`src/rtl/im_data_fetcher.sv`:
```
// Streams item words from memory into the item memory: issues credit-limited
// reads, buffers in-order responses and hands them out over a valid/ready port.
module im_data_fetcher #(
    parameter int HVDimension  = 512,
    parameter int ImAddrWidth  = 10,
    parameter int MemAddrWidth = 32,
    parameter int BufDepth     = 2,
    parameter int CntWidth     = 16
) (
    input  logic                    clk_i,
    input  logic                    rst_i,
    input  logic [MemAddrWidth-1:0] cfg_base_addr_i,
    input  logic [CntWidth-1:0]     cfg_num_items_i,
    input  logic                    cfg_highdim_i,
    input  logic                    start_i,
    input  logic                    clr_i,
    output logic                    busy_o,
    output logic                    done_o,
    output logic [MemAddrWidth-1:0] mem_req_addr_o,
    output logic                    mem_req_valid_o,
    input  logic                    mem_req_ready_i,
    input  logic [HVDimension-1:0]  mem_rsp_data_i,
    input  logic                    mem_rsp_valid_i,
    output logic [ImAddrWidth-1:0]  lowdim_data_o,
    output logic [HVDimension-1:0]  highdim_data_o,
    output logic                    data_valid_o,
    input  logic                    data_ready_i
);
    localparam int CW = $clog2(BufDepth + 1);
    localparam int PW = (BufDepth > 1) ? $clog2(BufDepth) : 1;
    localparam logic [MemAddrWidth-1:0] ADDR_STEP = MemAddrWidth'(HVDimension / 8);
    localparam logic [PW-1:0] PTR_LAST = PW'(BufDepth - 1);
    localparam logic [CW:0] DEPTH = (CW + 1)'(BufDepth);

    typedef enum logic [1:0] {IDLE, FETCH, DRAIN} state_e;
    state_e r_state, w_state_nxt;

    logic [MemAddrWidth-1:0] r_addr;
    logic [CntWidth-1:0]     r_num, r_issued, r_delivered;
    logic                    r_highdim, r_done, w_done_nxt;
    logic [CW-1:0]           r_inflight, r_discard, r_buf_count;
    logic [CW-1:0]           w_outstanding, w_clr_discard;
    logic [PW-1:0]           r_wptr, r_rptr;
    logic [HVDimension-1:0]  r_buf [BufDepth];
    logic [HVDimension-1:0]  w_head;
    logic w_start, w_req_fire, w_rsp_take, w_rsp_drop, w_rd;
    logic w_last_req, w_last_rd, w_credit, w_unused_hd;

    // Credit uses registered counts only: a slot freed this cycle is reusable next cycle.
    assign w_credit        = ({1'b0, r_inflight} + {1'b0, r_buf_count}) < DEPTH;
    assign mem_req_valid_o = !rst_i && !clr_i && (r_state == FETCH) && w_credit;
    assign mem_req_addr_o  = r_addr;
    assign busy_o          = !rst_i && (r_state != IDLE);
    assign done_o          = r_done;

    assign w_start    = start_i && !clr_i && (r_state == IDLE) && (r_discard == '0);
    assign w_req_fire = mem_req_valid_o && mem_req_ready_i;
    assign w_last_req = (r_issued == r_num - CntWidth'(1));
    // Beats with nothing tracked (e.g. issued before a reset) are dropped.
    assign w_rsp_take = mem_rsp_valid_i && !clr_i && (r_discard == '0) && (r_inflight != '0);
    assign w_rsp_drop = mem_rsp_valid_i && (r_discard != '0);

    assign data_valid_o   = !rst_i && (r_buf_count != '0);
    assign w_head         = r_buf[r_rptr];
    assign lowdim_data_o  = data_valid_o ? w_head[ImAddrWidth-1:0] : '0;
    assign highdim_data_o = data_valid_o ? w_head : '0;
    assign w_rd           = data_valid_o && data_ready_i && !clr_i;
    assign w_last_rd      = w_rd && (r_delivered == r_num - CntWidth'(1));

    // A beat landing in the clear cycle itself already retires one outstanding read.
    assign w_outstanding = r_inflight + r_discard;
    assign w_clr_discard = w_outstanding - CW'(mem_rsp_valid_i && (w_outstanding != '0));
    assign w_unused_hd   = r_highdim;

    always_comb begin
        w_state_nxt = r_state;
        w_done_nxt  = 1'b0;
        case (r_state)
            IDLE: begin
                if (w_start) begin
                    if (cfg_num_items_i != '0) w_state_nxt = FETCH;
                    else                       w_done_nxt  = 1'b1;
                end
            end
            FETCH: if (w_req_fire && w_last_req) w_state_nxt = DRAIN;
            DRAIN: begin
                if (w_last_rd) begin
                    w_state_nxt = IDLE;
                    w_done_nxt  = 1'b1;
                end
            end
            default: w_state_nxt = IDLE;
        endcase
        if (clr_i) begin
            w_state_nxt = IDLE;
            w_done_nxt  = 1'b0;
        end
    end

    always_ff @(posedge clk_i) begin
        if (rst_i) begin
            r_state <= IDLE;
            r_done  <= 1'b0;
        end else begin
            r_state <= w_state_nxt;
            r_done  <= w_done_nxt;
        end
    end

    always_ff @(posedge clk_i) begin
        if (rst_i) begin
            r_addr      <= '0;
            r_num       <= '0;
            r_highdim   <= 1'b0;
            r_issued    <= '0;
            r_delivered <= '0;
            r_inflight  <= '0;
            r_discard   <= '0;
            r_buf_count <= '0;
            r_wptr      <= '0;
            r_rptr      <= '0;
        end else if (clr_i) begin
            r_issued    <= '0;
            r_delivered <= '0;
            r_inflight  <= '0;
            r_discard   <= w_clr_discard;
            r_buf_count <= '0;
            r_wptr      <= '0;
            r_rptr      <= '0;
        end else begin
            if (w_start) begin
                r_addr      <= cfg_base_addr_i;
                r_num       <= cfg_num_items_i;
                r_highdim   <= cfg_highdim_i;
                r_issued    <= '0;
                r_delivered <= '0;
            end else if (w_req_fire) begin
                r_addr   <= r_addr + ADDR_STEP;
                r_issued <= r_issued + CntWidth'(1);
            end
            r_inflight  <= r_inflight + CW'(w_req_fire) - CW'(w_rsp_take);
            r_buf_count <= r_buf_count + CW'(w_rsp_take) - CW'(w_rd);
            if (w_rsp_drop) r_discard <= r_discard - CW'(1);
            if (w_rsp_take) r_wptr <= (r_wptr == PTR_LAST) ? '0 : r_wptr + PW'(1);
            if (w_rd) begin
                r_rptr      <= (r_rptr == PTR_LAST) ? '0 : r_rptr + PW'(1);
                r_delivered <= r_delivered + CntWidth'(1);
            end
        end
    end

    always_ff @(posedge clk_i) begin
        if (w_rsp_take) r_buf[r_wptr] <= mem_rsp_data_i;
    end
endmodule

```
`config.mk`:
```
export PLATFORM = sky130hd
export DESIGN_NAME = im_data_fetcher
export DESIGN_NICKNAME = d
export VERILOG_FILES = /design/src/rtl/im_data_fetcher.sv
export SDC_FILE = /design/constraint.sdc
export NUM_CORES = 1
export LEC_CHECK = 0
export ABC_AREA = 1
export CAP_MARGIN = 0
export CORE_AREA = 4 4 438 440
export CTS_CLUSTER_DIAMETER = 50
export DETAILED_ROUTE_END_ITERATION = 12
export DIE_AREA = 0 0 442 444
export PLACE_DENSITY = 0.51
export SYNTH_ARGS = -nofsm -noshare
export SYNTH_HDL_FRONTEND = slang
export SYNTH_SLANG_ARGS = --single-unit
```
`constraint.sdc`:
```
create_clock -name clk_i -period 32.8 [get_ports clk_i]
set_clock_uncertainty 0.15 [all_clocks]
set_input_delay 9.84 -clock clk_i [delete_from_list [all_inputs] [get_ports clk_i]]
set_output_delay 9.84 -clock clk_i [all_outputs]
set_load 0.02 [all_outputs]
```
# Word-level counts from Yosys, hierarchy flattened
# Memories as Yosys holds them, arrays and structs flattened. A register that Yosys moved wholly into a read port is not among the register bits.
# Cells that the tools add are included.
dict set report totals {
  reg_bits 91
  output_inout_bits 558
  ram_bits 1024
  elab_cells 95
  memories 1
}
dict set report op_classes {
  n_addsub 14
  eq_ne 8
  n_reduce_logical 36
  magnitude_cmp 1
  n_mux 23
  bitwise_logic 1
}
# name depth width read_ports rd_ports_with_merged_regs wr line_no
set memory_table {}
lappend memory_table {r_buf 2 512 1 1 1 44} ;# logic [HVDimension-1:0] r_buf [BufDepth];
# operator count
set ops {}
lappend ops {{2-to-1 mux 512 bit} 1}
lappend ops {{2-to-1 mux 32 bit} 2}
lappend ops {{adder 16 x 1 -> 16 bit (second input constant)} 2}
lappend ops {{adder 32 x 7 -> 32 bit (second input constant)} 1}
lappend ops {{equality test 16 bit} 2}
lappend ops {{2-to-1 mux 16 bit} 2}
lappend ops {{logical AND 1 bit} 18}
lappend ops {{nonzero test 16 bit} 1}
lappend ops {{nonzero test 2 bit} 8}
lappend ops {{subtractor 16 x 1 -> 16 bit (second input constant)} 1}
lappend ops {{2-to-1 mux 2 bit} 6}
lappend ops {{2-to-1 mux 10 bit} 1}
lappend ops {{2-to-1 mux 1 bit} 9}
lappend ops {{one-hot mux 2 bit (3 select lines)} 1}
lappend ops {{subtractor 2 x 1 -> 2 bit} 3}
lappend ops {{adder 2 x 1 -> 2 bit} 2}
lappend ops {{logical NOT 2 bit} 2}
lappend ops {{!= test 2 x 1 -> 1 bit (second input constant)} 2}
lappend ops {{!= test 2 bit (second input constant)} 2}
lappend ops {{AND reduction 2 bit} 2}
lappend ops {{AND reduction 4 bit} 1}
lappend ops {{adder 2 x 2 -> 3 bit} 1}
lappend ops {{less-than comparator 3 x 2 -> 1 bit (second input constant)} 1}
lappend ops {{OR reduction 3 bit} 1}
lappend ops {{other kinds (9)} 11}

# Logic depth before layout (Yosys ltp)
# Gate-level depths: netlist of run 1.
dict set report depth {
  depth_word 8
  ltp_mapped 15
  ltp_nobuf 15
}

# Worst setup path after synthesis of run 1
# Ideal clock, no wire load.
dict set report synth_path {
  path_kind {input-to-reg}
  start {in mem_rsp_valid_i}
  end {mem r_buf[1][0] (enable)}
  setup_ps 1402
  cell_stages 4
  arrival_ps 31593
  n_path_buf 0
  t_required_ps 31248
  path_slack_ps -345
  cell_sequence {inv_1 > nor4_1 > inv_1 > nor2_1}
}
dict set report synth_via {
  elab_chain_len 5
}
# item line_no
set synth_lines {}
lappend synth_lines {{start: declaration} 23} ;# input logic mem_rsp_valid_i,
lappend synth_lines {{logical AND 1 bit (3 in a row)} 60} ;# assign w_rsp_take = mem_rsp_valid_i && !clr_i && (r_discard == '0) && (r_inflight != '0);
lappend synth_lines {{via w_rsp_take} 46} ;# logic w_start, w_req_fire, w_rsp_take, w_rsp_drop, w_rd;
lappend synth_lines {{2-to-1 mux 1 bit} 153} ;# if (w_rsp_take) r_buf[r_wptr] <= mem_rsp_data_i;
lappend synth_lines {{2-to-1 mux 1 bit (not written as such)} 153}
lappend synth_lines {{end: declaration} 44}
# The timed path passes the listed nets, and every way through them passes these cells.

# Worst setup path in the final report of run 1
dict set report layout_path {
  start {in rst_i}
  end {out highdim_data_o[511]}
}
dict set report layout_via {
  elab_chain_len 3
}
# item line_no
set layout_lines {}
lappend layout_lines {{start: declaration} 11} ;# input logic rst_i,
lappend layout_lines {{logical NOT 1 bit} 63} ;# assign data_valid_o = !rst_i && (r_buf_count != '0);
lappend layout_lines {{logical AND 1 bit} 63}
lappend layout_lines {{2-to-1 mux 512 bit} 66} ;# assign highdim_data_o = data_valid_o ? w_head : '0;
lappend layout_lines {{end: declaration} 25} ;# output logic [HVDimension-1:0] highdim_data_o,
# Every way passes these cells.

==> run summary, run 1 <==
For this block, the initial DRC count from the detailed router was 1630. Input and output buffers added on the ports amount to 1124. For this design, the slowest cell found on the critical path is sky130_fd_sc_hd__clkdlybuf4s50_1. The cell area after synthesis was 46700 sq um; the number of CTS-inserted buffers was 157. Summed over all layers, the routed wires come to 157 mm. The tools report the data arrival time at the worst-slack endpoint as 13.29 ns. The logs give 0 for the remaining antenna violation count and 7071 for the cell total after placement. The number of cells upsized or downsized after cts was 0. The width of the die came out at 442 um.

At the placement stage, the worst setup path has a slack of 9.30 ns. Walking the worst path, the cells encountered are clkdlybuf4s50_1 -> buf_4 -> nor2_8 -> buf_12 -> buf_12 -> nand2_1 -> inv_1 -> clkdlybuf4s50_1. The number of antenna violations at the first check in global routing was 70. For the total half-perimeter wirelength after legalization and detailed placement, the log shows 113 mm. From bottom edge to top edge, the die measures 444 um. The hold violation count in the final report was 0.

Synthesis inferred 1116 register bits. Derived from the worst setup path, the maximum achievable clock frequency is 0.0429 GHz. In this run the worst path has a maximum fanout of 171. The setup slack of the critical path after layout was 9.52 ns. The most instantiated flip-flop cell in the synthesis netlist is sky130_fd_sc_hd__edfxtp_1.

STA classifies the critical path startpoint as an input port. The number of sinks handled by clock tree synthesis is 1116, and the setup-violating endpoint count in the final report is 0. The first global-routing pass estimated 219 mm of wire. The via count normalized by instance count works out to 4.12. Dividing total power by cell area gives a power density of 51.7 nW/um^2. Global routing finished with a remaining overflow of 0. The final design utilization is 35.2%, and the tightest slew margin relative to the limit is 30.9%. The run gives 0 as the count of yosys warnings during synthesis.

In this run, synthesis inferred 1024 flip-flops with an integrated enable. The clock-pin slew of the registers on the worst-case setup and hold paths works out to 0.05 ns. The number of distinct library cell variants in the gate-level netlist after synthesis was 48. The worst hold path was traced through 2 stages. Routability-driven placement finished with a final weighted congestion of 0.848. The standard cell core area is 188000 sq um.

The top cell type by area accounts for 65.9% of the synthesized area. For the pin with the worst max-slew slack, the measured transition is 1.04 ns. The critical path is of the in2out type. The run gives 30517 as the total via count after detailed routing. TritonCTS built the clock tree.

The final clock period utilization by the worst path is 71.0%, and the total leakage power is 25.5 nW. The most frequent standard cell in the layout excluding fill and tap cells was sky130_fd_sc_hd__clkdlybuf4s50_1. The tree is rooted in a sky130_fd_sc_hd__clkbuf_16. The flow ran to the end, and the final reports show no timing, DRC or antenna violations.

The top cell types in the final layout, fill and taps aside, are sky130_fd_sc_hd__clkdlybuf4s50_1 (1124), sky130_fd_sc_hd__edfxtp_1 (1024), sky130_fd_sc_hd__nand2_1 (692). The number of cells on the worst reg-to-reg path is 11. The register-to-register path setup slack is 27.39 ns.

Setup repair after global routing left no endpoint under its margin. For this configuration, the core starts out at a cell density of 24.9%. The tools report the endpoint class of the critical path as an output pin.

In the synthesized netlist the async set-or-reset flop fraction comes to 0%. The net count after synthesis is 4146, and the clock latency on the worst-skew pair is 0.79 ns. Max-cap violations in this run came to 0. The floorplan step defined a die boundary enclosing 196000 sq um. The tools report the worst hold path endpoint as r_discard[1]. The share of the Yosys chip area taken by registers is 69.8%. The wire length per cell after detailed routing is 21.3 um, and the buffer count from post-CTS setup fixing is 0. The final layout contains 5315 nets.

The logs give 0 ns for the setup total negative slack and 66100 sq um for the cell area after layout. For this run, design rule violations remaining after detail routing come to 0. The data required time of the critical path is 22.81 ns, and the length of the first detailed-routing pass in iterations is 5.

The global-route usage over all layers is 15.4%. The number of levels the H-tree was split into came out at 4. The largest single stage delay on the critical path is 0.67 ns. The area added between synthesis and finish is 41.6%, and the count of non-filler cells in the finished layout is 7399. After technology mapping, the gate count stands at 3566. The pin count of the biggest net entering global routing came out at 172.

In this run, post-CTS hold repair placed 0 buffers. The tools report the endpoint of the most critical register-to-register path as r_buf[1][132]. In this run the deepest clock path goes through 3 buffers.

Cells with a size suffix above 1 make up 17.1% of the layout. After synthesis, the mean cell area works out to 13.1 sq um. The total cell area at the placement stage is 60700 sq um.

IR analysis of the VDD net gives a maximum drop of 0.0444 mV. In this run the most critical hold path is launched from r_discard[1]. The filler cells instantiated in the layout total 18442. Number of pins exceeding their max-slew limit in the final report: 0. In the post-synthesis netlist, the biggest area contributors are sky130_fd_sc_hd__edfxtp_1 (66%), sky130_fd_sc_hd__mux2_2 (12%), sky130_fd_sc_hd__nand2_1 (5.6%).

For the number of placement rows, the log shows 159. The leading area contributor after synthesis is sky130_fd_sc_hd__edfxtp_1. The shortest clock period the worst path allows after layout works out to 23.28 ns.

Worst hold path class: reg2reg. In this run the critical register-to-register path is launched from r_discard[0]. The logs give 1126 for the boundary pin count and 30971 for the number of global-route vias before repair.
per-stage QoR:
stage          power (mW)  hold WS [ns]
4_1_cts              3.47         0.318
5_1_grt              3.54         0.342
6_report             3.41         0.317
3_5_place_dp         1.74         0.309
2_1_floorplan        1.64         0.294
3_3_place_gp         1.74         0.308
worst max-delay path: cells and delay by family:
kind / cells / cell delay, ns
buffers and inverters: 6 / 2.53
AND/OR/NAND/NOR: 2 / 0.59
kinds of logic (layout without fill, tap and decap cells):
| kind of cell | Yosys count | after routing | share of synthesized area [%] |
|---|---|---|---|
| flip-flops | 1116 | 1116 | 69.8 |
| AND/OR/NAND/NOR | 962 | 962 | 8.54 |
| buffers and inverters | 771 | 2069 | 6.46 |
| multiplexers | 512 | 512 | 12.4 |
| AO/OA/AOI/OAI | 168 | 168 | 1.99 |
| XOR/XNOR | 25 | 25 | 0.469 |
| adder cells (fa/ha/maj) | 12 | 12 | 0.338 |
| other | 0 | 40 | 0 |
worst max path at each step:
stage,end,slack [ns],from
finish,highdim_data_o[511],9.52,rst_i
CTS,highdim_data_o[322],9.29,rst_i
detailed placement,highdim_data_o[322],9.30,rst_i
global route,lowdim_data_o[9],9.21,rst_i
floorplan,r_buf[1][0],8.34,mem_rsp_valid_i
global placement,highdim_data_o[322],9.28,rst_i
power breakdown:
group	total, mW	switching [mW]	internal [mW]	leakage [nW]
clock network	1.70	0.661	1.04	2.54
registers	1.56	0.00533	1.56	9.95
logic	0.149	0.0668	0.0823	13.1
total	3.41	0.733	2.68	25.5
flip-flops by register name, indices dropped and copies added, names as in the netlist, named ones only:
signal	flops
r_discard	2
r_state	2
mem_req_addr_o	32
r_buf_count	2
r_rptr	1
r_inflight	2
r_issued	16
r_buf	1024
r_num	16
r_wptr	1
r_delivered	16
done_o	1
synthesized netlist by cell type, types with 9 or more instances:
cell type	n
sky130_fd_sc_hd__buf_2	54
sky130_fd_sc_hd__inv_1	617
sky130_fd_sc_hd__nor2_1	117
sky130_fd_sc_hd__nor3_1	19
sky130_fd_sc_hd__nand4_1	9
sky130_fd_sc_hd__nand3_1	79
sky130_fd_sc_hd__o21ai_0	61
sky130_fd_sc_hd__edfxtp_1	1024
sky130_fd_sc_hd__buf_4	12
sky130_fd_sc_hd__ha_1	11
sky130_fd_sc_hd__nor2_2	11
sky130_fd_sc_hd__a211oi_1	11
sky130_fd_sc_hd__dfxtp_1	92
sky130_fd_sc_hd__clkbuf_1	75
sky130_fd_sc_hd__xnor2_1	9
sky130_fd_sc_hd__a21oi_1	72
sky130_fd_sc_hd__xor2_1	16
sky130_fd_sc_hd__mux2_2	512
sky130_fd_sc_hd__nand2_1	692
cell type report:
type                    instances  area [sq um]  area share (%)
clock inverters               104          1130            1.71
repair buffers               1158         11600            17.5
inverters                     623          2340            3.54
flip-flops and latches       1116         32600            49.3
well taps                    2495          3120            4.72
clock buffers                 184          4170            6.30
multi-input cells            1679         11100            16.8
diodes                         40           100           0.151
metal layers:
metal,wire [um],track usage [%]
met1,60200,17.0
met2,78000,25.9
met3,12700,6.13
met4,6360,7.33
met5,201,0
(Power assumes the default switching activity.)
==> run 2: changes to the inputs <==
Clock period 32.8 ns to 19.54 ns, I/O delays scaled along.
==> run 2 against run 1 <==
Net effect:
- routed wire length fell by 0.19%
- register-to-register slack got worse by 12 ns
- critical path type unchanged
- combinational power is 68% higher
- first-iteration DRC count decreased by 2.2%
- setup slack lost 5.1 ns
- final area fell by 0.43%
- largest cell class unchanged
- highest routed layer unchanged
- die area did not move
- final cell count is 0.39% lower
- sequential share of layout area up 0.21 points
==> run summary, run 2 (synthesized netlist as in run 1, its figures left out) <==
Cell area after layout: 65800 sq um (-0.43%). The total via count after detailed routing is 30252 (-0.87%). The clock tree root buffer cell was sky130_fd_sc_hd__clkbuf_16. Number of antenna violations at the first check in global routing: 58 (-17%). The length in cells of the worst reg-to-reg path was 9 (-2); the area of the die was 196000 sq um (unchanged). The cell total after placement was 7063 (-0.11%); the overall power consumption was 5.62 mW (+65%). Number of pins exceeding their max-slew limit in the final report: 0 (unchanged). The logs give 5 (unchanged) for the length of the first detailed-routing pass in iterations and 1126 (unchanged) for the boundary pin count. The total power per unit cell area is 85.4 nW/um^2 (+65%). Counting flops per register, the top entry is r_buf. Endpoint of the most critical register-to-register path: r_buf[1][205]. For this design, the slowest cell found on the critical path is sky130_fd_sc_hd__clkdlybuf4s50_1. The slew at the pin with the worst max-slew slack works out to 1.07 ns (+0.0363 ns). The remaining antenna violation count came out at 0 (unchanged). Traced cell by cell, the critical path runs through clkdlybuf4s50_1 -> buf_4 -> nor2_8 -> buf_12 -> nand2_1 -> inv_1 -> clkdlybuf4s50_1. The pin count of the biggest net entering global routing is 154 (-10%), and the y dimension of the die is 444 um (unchanged). The width of the die is 442 um (unchanged), and the number of design rule violations left after detail routing is 0 (unchanged). For the DRC marker count from the first detailed-route iteration, the log shows 1594 (-2.2%). TritonCTS built the clock tree. The data required time of the critical path came out at 13.53 ns (-9.28 ns). The via count normalized by instance count is 4.10 (-0.48%). Total leakage power: 25.4 nW (-0.58%). Grouping stages by cell kind, the critical path spends the most delay in buffers and inverters. The run gives 28.5% (-2.4 points) as the tightest slew margin relative to the limit. Maximum achievable frequency: 0.0660 GHz. The total wirelength of the detailed-routed design was 157 mm (-0.19%). Count of non-filler cells in the finished layout: 7370 (-0.39%). STA classifies the critical path startpoint as an input port. The setup-violating endpoint count in the final report came out at 0 (unchanged).

For the clock latency on the worst-skew pair, the log shows 0.76 ns (-0.03 ns). The most frequent standard cell in the layout excluding fill and tap cells is sky130_fd_sc_hd__clkdlybuf4s50_1. The tools report the buffer count from post-CTS setup fixing as 0 (unchanged). The data arrival time at the worst-slack endpoint is 9.15 ns (-4.14 ns). Number of cells traversed by the worst hold path: 2 (unchanged). In the finished design, the share of the clock period the worst path needs comes to 77.6%.

The run gives 0 (unchanged) as the hold violation count in the final report. Launch instance of the worst min-delay path: r_discard[1]. Setup repair after global routing left no endpoint under its margin. The tools report the endpoint class of the critical path as an output pin.

The run finished with clean final reports. The wire length per cell after detailed routing came out at 21.3 um (+0.20%). The shortest clock period the worst path allows after layout is 15.16 ns, and the number of placement rows is 159 (unchanged).

The global-route usage over all layers is 15.3% (-0.069 points), and the share of post-route cells with drive strength above 1 is 16.7% (-0.41 points). The run gives 4 (unchanged) as the number of levels the H-tree was split into. The logs give 18510 (+0.37%) for the number of fillers in the final layout and 0.844 (-0.57%) for the final weighted congestion in routability-driven placement. The tools report the number of buffers between clock root and the deepest sink as 3 (unchanged).

Category of the critical setup timing path: in2out. The total cell area at the placement stage was 60700 sq um (about the same); the clock-pin slew of the registers on the worst-case setup and hold paths was 0.05 ns (about the same). The critical path buffer and inverter count came out at 5 (-1).

Most frequent cell on the critical path: sky130_fd_sc_hd__clkdlybuf4s50_1. Number of sinks handled by clock tree synthesis: 1116 (unchanged). The startpoint identified for the worst register-to-register timing path is r_discard[1]. For the peak ir drop on the vdd network, the log shows 0.0687 mV (+55%). The number of buffers inserted by port buffering is 1124 (unchanged), and the max capacitance violation total is 0 (unchanged). The logs give 14.94 ns (-12.45 ns) for the register-to-register path setup slack and 153 (-2.5%) for the number of CTS-inserted buffers.

The path with the worst hold slack has its endpoint at r_discard[1]. The logs give 24.9% (unchanged) for the initial cell density of the core and 5303 (-0.23%) for the final-stage net count. The delay of the slowest cell on the worst path was 0.65 ns (-0.02 ns); the number of global-route vias before repair was 30799 (-0.56%). For the quantity of hold-fixing buffers added after cts, the log shows 0 (unchanged). The worst hold path class is reg2reg. The number of cells upsized or downsized after cts came out at 0 (unchanged). The total half-perimeter wirelength after legalization and detailed placement came out at 112 mm (-0.60%).

The number of flip-flops under the largest register name is 1024 (unchanged), and the residual overflow from global routing is 0 (unchanged). The standard cell core area came out at 188000 sq um (unchanged). The maximum net fanout on the critical path was 153 (-11%); the wire length of the first global-routing pass was 219 mm (-0.19%). In the layout the commonest cells are sky130_fd_sc_hd__clkdlybuf4s50_1 (1124), sky130_fd_sc_hd__edfxtp_1 (1024), sky130_fd_sc_hd__nand2_1 (692). The area added between synthesis and finish came out at 41.0%.
run 2: layout make-up:
class                   instances  area (sq um)  share of cell area [%]
diodes                         30          75.1                   0.114
clock inverters                91          1010                    1.53
multi-input cells            1679         11100                    16.8
flip-flops and latches       1116         32600                    49.5
repair buffers               1150         11600                    17.6
inverters                     623          2340                    3.55
clock buffers                 186          4030                    6.12
well taps                    2495          3120                    4.74
run 2: worst reg2reg max path: stages (launching register included):
cell and delay [ns]:
sky130_fd_sc_hd__dfxtp_1 0.31, sky130_fd_sc_hd__inv_1 0.09, sky130_fd_sc_hd__ha_1 0.16, sky130_fd_sc_hd__inv_1 0.07, sky130_fd_sc_hd__nor4_1 0.51, sky130_fd_sc_hd__inv_1 0.25, sky130_fd_sc_hd__nor2_4 0.27, sky130_fd_sc_hd__buf_4 0.60
sky130_fd_sc_hd__buf_4 0.74, sky130_fd_sc_hd__buf_4 0.99
run 2: through the flow:
step	hold slack, ns	setup WS [ns]	utilization [%]	setup TNS [ns]
global route	0.332	4.15	35.1	0
global placement	0.306	4.06	32.4	0
floorplan	0.294	-0.940	-	-953.33
finish	0.315	4.38	35.1	0
CTS	0.315	4.09	35.0	0
detailed placement	0.306	4.10	32.4	0
run 2: report_power, final:
group,switching [mW],leakage [nW],internal [mW]
logic,0.112,13.0,0.138
clock network,1.09,2.42,1.66
registers,0.00882,9.95,2.61
total,1.21,25.4,4.41
run 2: routing by layer:
layer | vias to the layer above | share of wire [%] | global-route usage (%)
met5 | - | 0.10 | 0
met3 | 262 | 7.3 | 5.69
met4 | 26 | 4.2 | 7.21
met2 | 884 | 49 | 26.0
li1 | 14453 | - | -
met1 | 14627 | 39 | 17.0
run 2: how the worst max path moves through the flow:
| stage | endpoint | slack (ns) | from | depth (start not counted) |
|---|---|---|---|---|
| 4_1_cts | highdim_data_o[3] | 4.09 | rst_i | 7 |
| 3_5_place_dp | highdim_data_o[3] | 4.10 | rst_i | 7 |
| 6_report | highdim_data_o[23] | 4.38 | rst_i | 7 |
| 3_3_place_gp | highdim_data_o[3] | 4.06 | rst_i | 7 |
| 2_1_floorplan | r_buf[1][0] | -0.94 | mem_rsp_valid_i | 4 |
| 5_1_grt | highdim_data_o[3] | 4.15 | rst_i | 7 |
==> run 3: changes to the inputs <==
Settings changed: CORE_AREA 4 4 438 440 to 4 4 441 443, DIE_AREA 0 0 442 444 to 0 0 445 447, PLACE_DENSITY 0.51 to 0.49.
Clock period 19.54 ns to 14.4 ns, I/O delays scaled along.
==> run 3 against run 2 <==
Net effect:
- clock power rose by 43%
- final cell count rose by 0.61%
- via count rose by 0.69%
- power rose by 39%
- register-to-register slack got worse by 4.7 ns
- highest routed layer unchanged
- final area rose by 0.66%
- first-iteration DRC count fell by 12%
==> run summary, run 3 (synthesized netlist as in run 1, its figures left out) <==
After global routing, the most crowded layer is met2. The number of CTS-inserted buffers was 157 (+2.6%); the maximum net fanout on the critical path was 80 (-48%). Number of flip-flops under the largest register name: 1024 (unchanged). The total via count after detailed routing is 30460 (+0.69%). The share of power burned in the clock network was 50.2% (+1.3 points). Setup repair after global routing left no endpoint under its margin. TritonCTS built the clock tree.

The tools report the total cell area at the placement stage as 60800 sq um (+0.16%). The share of post-route cells with drive strength above 1 is 17.1% (+0.47 points). Walking the worst path, the cells encountered are clkdlybuf4s50_1 -> buf_4 -> nor2_8 -> buf_12 -> buf_12 -> nand2_1 -> inv_1 -> clkdlybuf4s50_1. The count of non-filler cells in the finished layout is 7415 (+0.61%).

The wire length per cell after detailed routing is 21.2 um (-0.59%). The width of the die is 445 um (+0.68%). The critical path in this run is classified as in2out. For the global-route track usage on met2, the log shows 26.1% (+0.14 points). For the number of fillers in the final layout, the log shows 18834 (+1.8%).

The number of buffers between clock root and the deepest sink is 3 (unchanged). For the cell area after layout, the log shows 66200 sq um (+0.66%). For the number of antenna violations at the first check in global routing, the log shows 76 (+31%).

Counting I/O delays and the setup requirement, the final critical path takes 11.68 ns. The global-route track usage on met3 is 5.67% (-0.022 points), and the number of sinks handled by clock tree synthesis is 1116 (unchanged). The run gives 31336 (+1.7%) as the number of global-route vias before repair. The slew at the pin with the worst max-slew slack came out at 1.11 ns (+0.0407 ns). The top cell types in the final layout, fill and taps aside, are sky130_fd_sc_hd__clkdlybuf4s50_1 (1124), sky130_fd_sc_hd__edfxtp_1 (1024), sky130_fd_sc_hd__nand2_1 (692). The tools report the setup total negative slack as 0 ns (unchanged). The largest individual stage delay along the critical path comes from the cell sky130_fd_sc_hd__clkdlybuf4s50_1.

The delay of the slowest cell on the worst path came out at 0.63 ns (-0.02 ns). The run gives 34.9% (-0.21 points) as the final design utilization. The internal power contribution is 6.12 mW (+39%), and the via count normalized by instance count is 4.11 (about the same). Total power per unit cell area: 118 nW/um^2 (+38%).

The max capacitance violation total came out at 0 (unchanged). For the met1 usage, the log shows 16.6% (-0.44 points). In the finished design, the share of the clock period the worst path needs comes to 81.1%. The pin count of the biggest net entering global routing was 146 (-5.2%); the remaining antenna violation count was 0 (unchanged). The switching power as a share of total power was 21.9% (+0.31 points). The clock-pin slew of the registers on the worst-case setup and hold paths was 0.05 ns (about the same); the number of cells upsized or downsized after cts was 0 (unchanged). The y dimension of the die was 447 um (+0.68%); the fraction of power consumed by combinational cells was 4.3% (-0.2 points). The number of pins exceeding their max-slew limit in the final report was 0 (unchanged).

The setup-violating endpoint count in the final report is 0 (unchanged). For the tightest slew margin relative to the limit, the log shows 25.7% (-2.7 points). Clock tree synthesis selected as its root buffer the cell sky130_fd_sc_hd__clkbuf_16. The boundary pin count was 1126 (unchanged); the quantity of hold-fixing buffers added after cts was 0 (unchanged). The tightest min-delay check is of the reg2reg type. The wire length of the first global-routing pass is 219 mm (+0.15%). The endpoint class of the critical path is an output pin. The run finished with clean final reports. The final weighted congestion in routability-driven placement was 0.830 (-1.6%); the area added between synthesis and finish was 41.9%. The net load switching power was 1.71 mW (+41%).

The number of cells traversed by the worst hold path was 2 (unchanged). The register with the most flip-flops in the final layout is r_buf. The logs give 112 mm (-0.32%) for the total half-perimeter wirelength after legalization and detailed placement and 7.83 mW (+39%) for the overall power consumption. The clock latency on the worst-skew pair is 0.79 ns (+0.03 ns), and the DRC marker count from the first detailed-route iteration is 1408 (-12%). The run gives 0.321 ns (+0.00654 ns) as the final worst hold slack.

The number of design rule violations left after detail routing is 0 (unchanged). The number of placement rows was 160 (+0.63%); the buffer count from post-CTS setup fixing was 0 (unchanged). Startpoint kind of the worst setup timing path: an input port.

The number of levels the H-tree was split into is 4 (unchanged). The hold violation count in the final report was 0 (unchanged). The residual overflow from global routing came out at 0 (unchanged).

The total leakage power was 25.6 nW (+0.88%); the standard cell core area was 190000 sq um (+1.3%). The tools report the cell total after placement as 7091 (+0.40%). The total wirelength of the detailed-routed design came out at 157 mm (about the same).

The run gives 5319 (+0.30%) as the final-stage net count. For the sequential power share, the log shows 45.4% (-1.3 points). The setup slack of the critical path after layout was 2.72 ns (-1.66 ns). The tools report the area of the die as 199000 sq um (+1.4%).

The maximum achievable frequency was 0.0856 GHz. Leaving out fill and tap cells, the most frequent cell in the layout is sky130_fd_sc_hd__clkdlybuf4s50_1. The number of buffers inserted by port buffering was 1124 (unchanged). For the length of the first detailed-routing pass in iterations, the log shows 5 (unchanged). Length in cells of the worst reg-to-reg path: 8 (-1).

The tools report the global-route usage over all layers as 15.2% (-0.12 points). The tools report the peak ir drop on the vdd network as 0.0813 mV (+18%). The initial cell density of the core is 24.6% (-0.31 points), and the post-place setup slack is 2.59 ns (-1.50 ns).

The data required time of the critical path was 9.93 ns (-3.60 ns). The data arrival time at the worst-slack endpoint is 7.21 ns (-1.94 ns).
run 3: cell types whose count changed in the layout (fill, tap and decap cells not counted), sizes merged:
cell / delta
clkbuf: +2
inv: +3
diode: +4
clkinvlp: -2
bufinv: +4
clkinv: +6
buf: +12
run 3: worst max-delay path: cells and delay by family:
family	cells	cell delay [ns]
buf+inv	6	1.99
simple gates	2	0.74
run 3: worst paths after layout:
check,startpoint,to,slack (ns)
setup / recovery,rst_i,highdim_data_o[320],2.72
hold / removal,r_discard[1],r_discard[1],0.32
setup reg to reg,r_discard[0],r_buf[0][474],10.21
hold reg to reg,r_discard[1],r_discard[1],0.32
run 3: layout make-up:
cell class / instances / area, sq um / area share, %
multi-input combinational: 1679 / 11100 / 16.7
clock buffer: 188 / 4120 / 6.22
timing repair buffer: 1162 / 11600 / 17.6
inverter: 623 / 2340 / 3.53
clock inverter: 102 / 1240 / 1.88
sequential: 1116 / 32600 / 49.2
antenna: 34 / 85.1 / 0.128
tap: 2511 / 3140 / 4.74
run 3: metal layers:
metal	wire length [um]	vias up
li1	-	14466
met2	79700	895
met1	59100	14774
met3	12200	291
met4	5970	34
met5	268	-
run 3: power by group through the flow:
stage | registers [mW] | logic, mW | clock network, mW
after global routing | 3.56 | 0.373 | 4.20
final | 3.56 | 0.339 | 3.93
after floorplan | 3.63 | 0.111 | 0
after detailed placement | 3.62 | 0.339 | 0
after global placement | 3.62 | 0.331 | 0
after CTS | 3.56 | 0.341 | 4.06
